### src/rtl/port_link_pkg.sv
// Shared types and constants for the CPU port link peer: FSM encoding,
// exchange grouping and the byte bit-slice map.
package port_link_pkg;

  typedef enum logic [1:0] {
    ST_WAIT  = 2'd0,
    ST_STALL = 2'd1,
    ST_ACK   = 2'd2
  } state_e;

  localparam int unsigned EXCH_PER_BYTE = 3;
  localparam logic [1:0]  IDX_LAST      = 2'(EXCH_PER_BYTE - 1);

  localparam int unsigned EX0_LSB = 0;
  localparam int unsigned EX1_LSB = 3;
  localparam int unsigned EX2_LSB = 6;

  // Reply nibble payload for a given exchange index; ex2 carries the tx flag on top.
  function automatic logic [2:0] tx_field(input logic [7:0] tx, input logic flag,
                                          input logic [1:0] idx);
    logic [2:0] f;
    case (idx)
      2'd0:    f = tx[EX0_LSB +: 3];
      2'd1:    f = tx[EX1_LSB +: 3];
      default: f = {flag, tx[EX2_LSB +: 2]};
    endcase
    return f;
  endfunction

endpackage

### src/rtl/port_link_peer_sync.sv
// SYNC_STAGES-deep 4-bit synchronizer for the CPU port, reset to zero.
module port_sync #(
  parameter int unsigned SYNC_STAGES = 2
) (
  input  logic       clk,
  input  logic       rst_n,
  input  logic [3:0] din_i,
  output logic [3:0] dout_o
);

  logic [3:0] stage_q [SYNC_STAGES];

  always_ff @(posedge clk or negedge rst_n) begin
    if (!rst_n) begin
      for (int unsigned i = 0; i < SYNC_STAGES; i++) stage_q[i] <= '0;
    end else begin
      stage_q[0] <= din_i;
      for (int unsigned i = 1; i < SYNC_STAGES; i++) stage_q[i] <= stage_q[i-1];
    end
  end

  assign dout_o = stage_q[SYNC_STAGES-1];

endmodule

### src/rtl/port_link_peer.sv
// Peer end of a toggle-handshake 4-bit CPU port: assembles bytes from three
// 3-bit exchanges and returns a host byte in the reply nibbles.
module port_link_peer
  import port_link_pkg::*;
#(
  parameter int unsigned SYNC_STAGES = 2
) (
  input  logic       clk,
  input  logic       rst_n,
  input  logic [3:0] port_output,
  output logic [3:0] port_input,
  output logic [7:0] out_rx_data,
  output logic       out_rx_valid,
  input  logic       in_rx_ready,
  input  logic [7:0] in_tx_data,
  input  logic       in_tx_valid,
  output logic       out_tx_ready
);

  logic [3:0] sync_w;
  logic       req_w;
  logic [2:0] d_w;

  port_sync #(.SYNC_STAGES(SYNC_STAGES)) u_sync (
    .clk    (clk),
    .rst_n  (rst_n),
    .din_i  (port_output),
    .dout_o (sync_w)
  );

  assign req_w = sync_w[3];
  assign d_w   = sync_w[2:0];

  state_e     state_q;
  logic       ack_q;
  logic [1:0] idx_q;
  logic [2:0] d_q;
  logic [2:0] r_q;
  logic [5:0] rx_buf_q;
  logic [7:0] tx_q;
  logic       tx_flag_q;
  logic [3:0] port_input_q;
  logic [7:0] rx_data_q;
  logic       rx_valid_q;

  logic       pending_w;
  logic       take_tx_w;
  logic [7:0] tx_snap_w;

  assign pending_w = (req_w != ack_q);
  assign tx_snap_w = in_tx_valid ? in_tx_data : '0;
  // Consumption is signalled in the very cycle the snapshot is taken.
  assign take_tx_w = (state_q == ST_WAIT) && pending_w && (idx_q == 2'd0) && in_tx_valid;

  always_ff @(posedge clk or negedge rst_n) begin
    if (!rst_n) begin
      state_q      <= ST_WAIT;
      ack_q        <= 1'b0;
      idx_q        <= '0;
      d_q          <= '0;
      r_q          <= '0;
      rx_buf_q     <= '0;
      tx_q         <= '0;
      tx_flag_q    <= 1'b0;
      port_input_q <= '0;
      rx_data_q    <= '0;
      rx_valid_q   <= 1'b0;
    end else begin
      if (rx_valid_q && in_rx_ready) rx_valid_q <= 1'b0;

      case (state_q)
        ST_WAIT: begin
          if (pending_w) begin
            d_q <= d_w;
            if (idx_q == 2'd0) begin
              tx_q      <= tx_snap_w;
              tx_flag_q <= in_tx_valid;
              r_q       <= tx_snap_w[EX0_LSB +: 3];
            end else begin
              r_q <= tx_field(tx_q, tx_flag_q, idx_q);
            end
            // A committing ex2 must wait until the previous byte is drained.
            if ((idx_q == IDX_LAST) && d_w[2] && rx_valid_q) state_q <= ST_STALL;
            else                                             state_q <= ST_ACK;
          end
        end

        ST_STALL: begin
          if (!rx_valid_q) state_q <= ST_ACK;
        end

        ST_ACK: begin
          port_input_q <= {~ack_q, r_q};
          ack_q        <= ~ack_q;
          idx_q        <= (idx_q == IDX_LAST) ? 2'd0 : idx_q + 2'd1;
          case (idx_q)
            2'd0:    rx_buf_q[EX0_LSB +: 3] <= d_q;
            2'd1:    rx_buf_q[EX1_LSB +: 3] <= d_q;
            default: begin
              if (d_q[2]) begin
                rx_data_q  <= {d_q[1:0], rx_buf_q};
                rx_valid_q <= 1'b1;
              end
            end
          endcase
          state_q <= ST_WAIT;
        end

        default: state_q <= ST_WAIT;
      endcase
    end
  end

  assign port_input   = port_input_q;
  assign out_rx_data  = rx_data_q;
  assign out_rx_valid = rx_valid_q;
  assign out_tx_ready = take_tx_w;

endmodule

### config.mk
export PLATFORM = sky130hd
export DESIGN_NAME = port_link_peer
export DESIGN_NICKNAME = d
export VERILOG_FILES = /design/src/rtl/port_link_pkg.sv /design/src/rtl/port_link_peer_sync.sv /design/src/rtl/port_link_peer.sv
export SDC_FILE = /design/constraint.sdc
export NUM_CORES = 1
export LEC_CHECK = 0
export ABC_AREA = 1
export CORE_UTILIZATION = 40
export DETAILED_ROUTE_END_ITERATION = 10
export PLACE_DENSITY = 0.62
export SLEW_MARGIN = 20
export SYNTH_ARGS = -nofsm -noshare
export SYNTH_HDL_FRONTEND = slang
export SYNTH_SLANG_ARGS = --single-unit
### constraint.sdc
create_clock -name clk -period 1.6 [get_ports clk]
set_input_delay 0.48 -clock clk [delete_from_list [all_inputs] [get_ports clk]]
set_output_delay 0.48 -clock clk [all_outputs]
set_load 0.02 [all_outputs]
* After elaboration in Yosys (flattened, before gate mapping)
Index checks and enable logic that the tools add are counted.
** Operators by class
- Multiplexer cells :: 12
- Equality and inequality tests :: 7
- Bitwise operators :: 2
- $add $sub $neg :: 1
- Reduce and logical (&&, ||, !) cells :: 15
** Operators with widths (number)
- 2-bit 2-to-1 mux :: 4
- 8-bit 2-to-1 mux :: 1
- 2-bit AND reduction :: 4
- 1-bit logical AND :: 6
- 3-bit 2-to-1 mux :: 2
- 3-bit AND reduction :: 2
- 2-bit by 1-bit == test with 1-bit output (second input constant) :: 2
- 2-bit == test (second input constant) :: 2
- 2-bit logical NOT :: 2
- 1-bit 2-to-1 mux :: 4
- 2-bit != test (second input constant) :: 2
- 2-bit one-hot mux with 2 select lines :: 1
- 2-bit by 1-bit adder with 2-bit output (second input constant) :: 1
- 1-bit inverter :: 2
- 2-bit OR reduction :: 1
- 1-bit != test :: 1
** Storage, ports and cells
- Word-level logic and storage cells :: 51
- Register bits after elaboration :: 47
- Bits of input ports :: 16

* Depth between registers and ports, before layout
- Depth after elaboration :: 6
- Mapped depth :: 7

* Hierarchy
Synthesis repeated with hierarchy kept, for this count alone.
** Second synthesis, totals
- Cell total of the unflattened synthesis :: 194
- Area, all modules :: 1814.2 µm²
** Modules (own cells, without submodules)
- port_link_peer :: times used 1, area an instance 1584.0 µm², cells an instance 182, seq. area each 875.8 µm²
- port_sync :: times used 1, area an instance 230.2 µm², cells an instance 12, seq. area each 200.2 µm²

* Worst setup path after synthesis
Ideal clock, no wire load.
- Path kind :: register to output
- Start :: register state_q[0]
- End :: output out_tx_ready
- Cell stages (with the launch flop) :: 7
- Slack :: 0.064 ns
- Arrival time :: 1.056 ns
- Path through :: dfrtp_1 -> buf_6 -> nor2_4 -> nand2_2 -> nor2_4 -> nand3_1 -> inv_1
** Between the ends
- Word-level cells in the longest chain between the ends :: 4
** RTL lines
- start, declared :: RTL line port_link_peer.sv:34 : state_e state_q;
- start signal, assigned :: RTL line port_link_peer.sv:57 : state_q <= ST_WAIT;
- start signal, assigned :: RTL line port_link_peer.sv:83 : if ((idx_q == IDX_LAST) && d_w[2] && rx_valid_q) state_q <= ST_STALL;
- start signal, assigned :: RTL line port_link_peer.sv:84 : else state_q <= ST_ACK;
- 2-bit logical NOT :: RTL line port_link_peer.sv:53 : assign take_tx_w = (state_q == ST_WAIT) && pending_w && (idx_q == 2'd0) && in_tx_valid;
- 1-bit logical AND (3 in series) :: RTL line port_link_peer.sv:53
- end, declared :: RTL line port_link_peer.sv:17 : output logic out_tx_ready
No other way between the ends.

* Final worst setup path
- Start :: input in_tx_valid
- End :: output out_tx_ready
** Between the ends
- Word-level cells in the longest chain between the ends :: 1
** RTL lines
- start, declared :: RTL line port_link_peer.sv:16 : input logic in_tx_valid,
- 1-bit logical AND :: RTL line port_link_peer.sv:53
No other way between the ends.

==> impl_results.md <==
* Final hold slack at between 100 and 150 ps
* Initial core utilization at 43.2%
* Total grt overflow at 0
* Hold Buf Count CTS at 0
* Antenna viol nets, final at 0
* Routed len/inst at 11.3 µm
* DRT Wirelength at 3.21 mm
* Setup_tns at -134 ps
* N_diodes at 0
* Initial antenna violation count at 0
* Clock transition at path regs at about 80 ps
* Slew Limit Fails at 0
* Worst setup margin at -134 ps
* DR DRC count at 0
* CTS root buffer: clkbuf_8
* Placer Congestion at 0.797
* CTS buffer count at 5
* Max_slew headroom at between 80 and 90%
* Vias per cell at between 4 and 5
* Clock skew at roughly 5.7 ps
* Iter 0 DRT Violations at 54
* Failing checks: setup timing
* Worst slew pin tran at around 270 ps
* Layout Cells excl Fill at 284
* DIE AREA at ~4700 µm²
* Share of layout cells above drive strength 1 at 17.5%
* Syn nets at just over 200
* Clock Sinks at 43
* Gr usage total at around 16%
* FF-to-FF Start: idx_q[1]$_DFFE_PN0N_
* Critical path class: input pin to primary output
* CP max FO at 2
* Die Span Y at between 60 and 70 µm
* Critical Path End Type: primary output
* TritonCTS clock tree: done
* DP Cell Count at approximately 270
* Final setup violation count at 1
* Yosys Warn Count at 0
* Global-route wire length before repair at 5.56 mm
* Pin count of the biggest net entering global routing at 44
* Site row count at 23
* Synth unique cells at 17
* Fmax at ~580 MHz
* CTS Buffer Depth at 2
* Unrepaired setup endpoints after global routing: yes
* CP Launch Type: input pin
* Synthesized area at 1790 µm²
* Most frequent cells in the layout: 63 x nand2_1, 43 x dfrtp_1, 22 x inv_1, 16 x o21ai_0, 16 x nand3_1
* Most common cell after layout, fill and taps aside: nand2_1
* Worst EP required at approximately 1100 ps
* CP startpoint: in_tx_valid
* Die width at between 60 and 70 µm
* H-tree Lvls at 2
* Cell Pwr Density at between 1500 and 2000 nW/µm²
* Sequential share of the synthesized area at about three fifths
* Peak supply drop at roughly 740 µV
* Fin crit period at 1730 ps
* Core Box Area at ~4100 µm²
* Post-Synthesis Cells at about 190
* Worst EP arrival at approximately 1300 ps
* Total number of vias at 1,300
* #FFs+latches synth at 43
* HP Class: input pin to async pin
* Post-DP HPWL at between 2 and 2.5 mm
* Port bufs at 29
* Boundary pin count at 30
* Tcrit/Tclk final at 108%
* Maximum capacitance violations at 0
* Count of TritonRoute iterations in the first routing pass at 4
* Vias in the first global route at 1,260
* Nets@finish at roughly 250
* Final hold vios at 0
* Clock Latency Late Sink at ~300 ps
* Area Growth Syn to Fin at 28.7%
* Leakage Power at around 0.0012 µW
* Avg Cell Area, Syn at roughly 9.5 µm²
* Status: complete, but fails checks
* Filler cells at slightly below 400
-- through the flow --
| step | instance area (µm²) | total power (µW) | utilization [%] | setup slack, ps |
|---|---|---|---|---|
| 2_1_floorplan | 1790 | 2780 | - | 64.1 |
| 3_3_place_gp | 2190 | 3400 | 52.8 | -588 |
| 3_5_place_dp | 2190 | 3460 | 52.8 | -606 |
| 4_1_cts | 2290 | 4160 | 55.4 | -186 |
| 5_1_grt | 2300 | 4470 | 55.6 | -211 |
| 6_report | 2300 | 4140 | 55.6 | -134 |
-- synthesized netlist by cell type (all sizes together) --
library cell,instances,area [µm²]
buf,5,48.8
clkbuf,1,3.75
dfrtp,43,1080
inv,24,90.1
nand2,64,243
nand3,18,103
nand4,2,12.5
nor2,6,53.8
o21ai,24,150
xor2,1,8.76
-- metal layers --
layer	share of wire (%)	vias up	wire, µm	global-route usage (%)
li1	-	679	-	-
met1	48	586	1530	20.1
met2	46	29	1480	26.3
met3	4.0	6	129	4.93
met4	2.0	0	63	7.91
met5	0	-	0	0
-- flip-flops by register name, summed over array words and instances, names as in the netlist, 2 cells and up --
signal	cells
d_q	3
idx_q	2
out_rx_data	8
port_input	3
r_q	3
rx_buf_q	6
state_q	2
tx_q	5
u_sync.dout_o	4
u_sync.stage_q	4
-- path summary, 6_finish.rpt --
path,to,slack (ps),depth (start not counted)
worst max register to register,tx_flag_q$_DFFE_PN0P_,220,5
worst min register to register,u_sync.dout_o[0]$_DFF_PN0_,350,0
min in group clk,u_sync.dout_o[0]$_DFF_PN0_,350,0
worst max-delay path,out_tx_ready,-130,4
max in group asynchronous,u_sync.stage_q[4]$_DFF_PN0_,1240,2
worst min-delay path,out_rx_data[4]$_DFFE_PN0P_,140,2
-- critical path, stage by stage --
cell and delay [ps]:
clkdlybuf4s50_1 500, nand3_2 100, inv_2 70, buf_6 110
-- area by class of cell --
type	instances	area [µm²]	area share, %
Sequential cell	43	1080	46.7
Multi-Input combinational cell	115	576	25.0
Timing Repair Buffer	44	398	17.3
Clock buffer	8	100	4.35
Inverter	24	90.1	3.91
Tap cell	50	62.6	2.72
-- cells by family (layout without fill, tap and decap cells) --
| kind of cell | count (synthesis) | count (layout) | synth area share [%] |
|---|---|---|---|
| and+or+nand+nor | 90 | 90 | 23.0 |
| DFF | 43 | 43 | 60.1 |
| buffers and inverters | 30 | 76 | 7.97 |
| AOI/OAI and AO/OA | 24 | 24 | 8.39 |
| xor gates and xnor gates | 1 | 1 | 0.490 |
-- where the power goes --
group | internal [µW] | total [µW] | switching (µW)
sequential | 1480 | 1680 | 201
combinational | 687 | 1710 | 1020
clock | 394 | 748 | 354
-- repair_timing --
item / CTS / global route
buffers inserted: 2 / 1
resized for setup: 23 / 3
pin swaps: 2 / 1
setup endpoints to repair: 14 / 2
(Power assumes the default switching activity.)
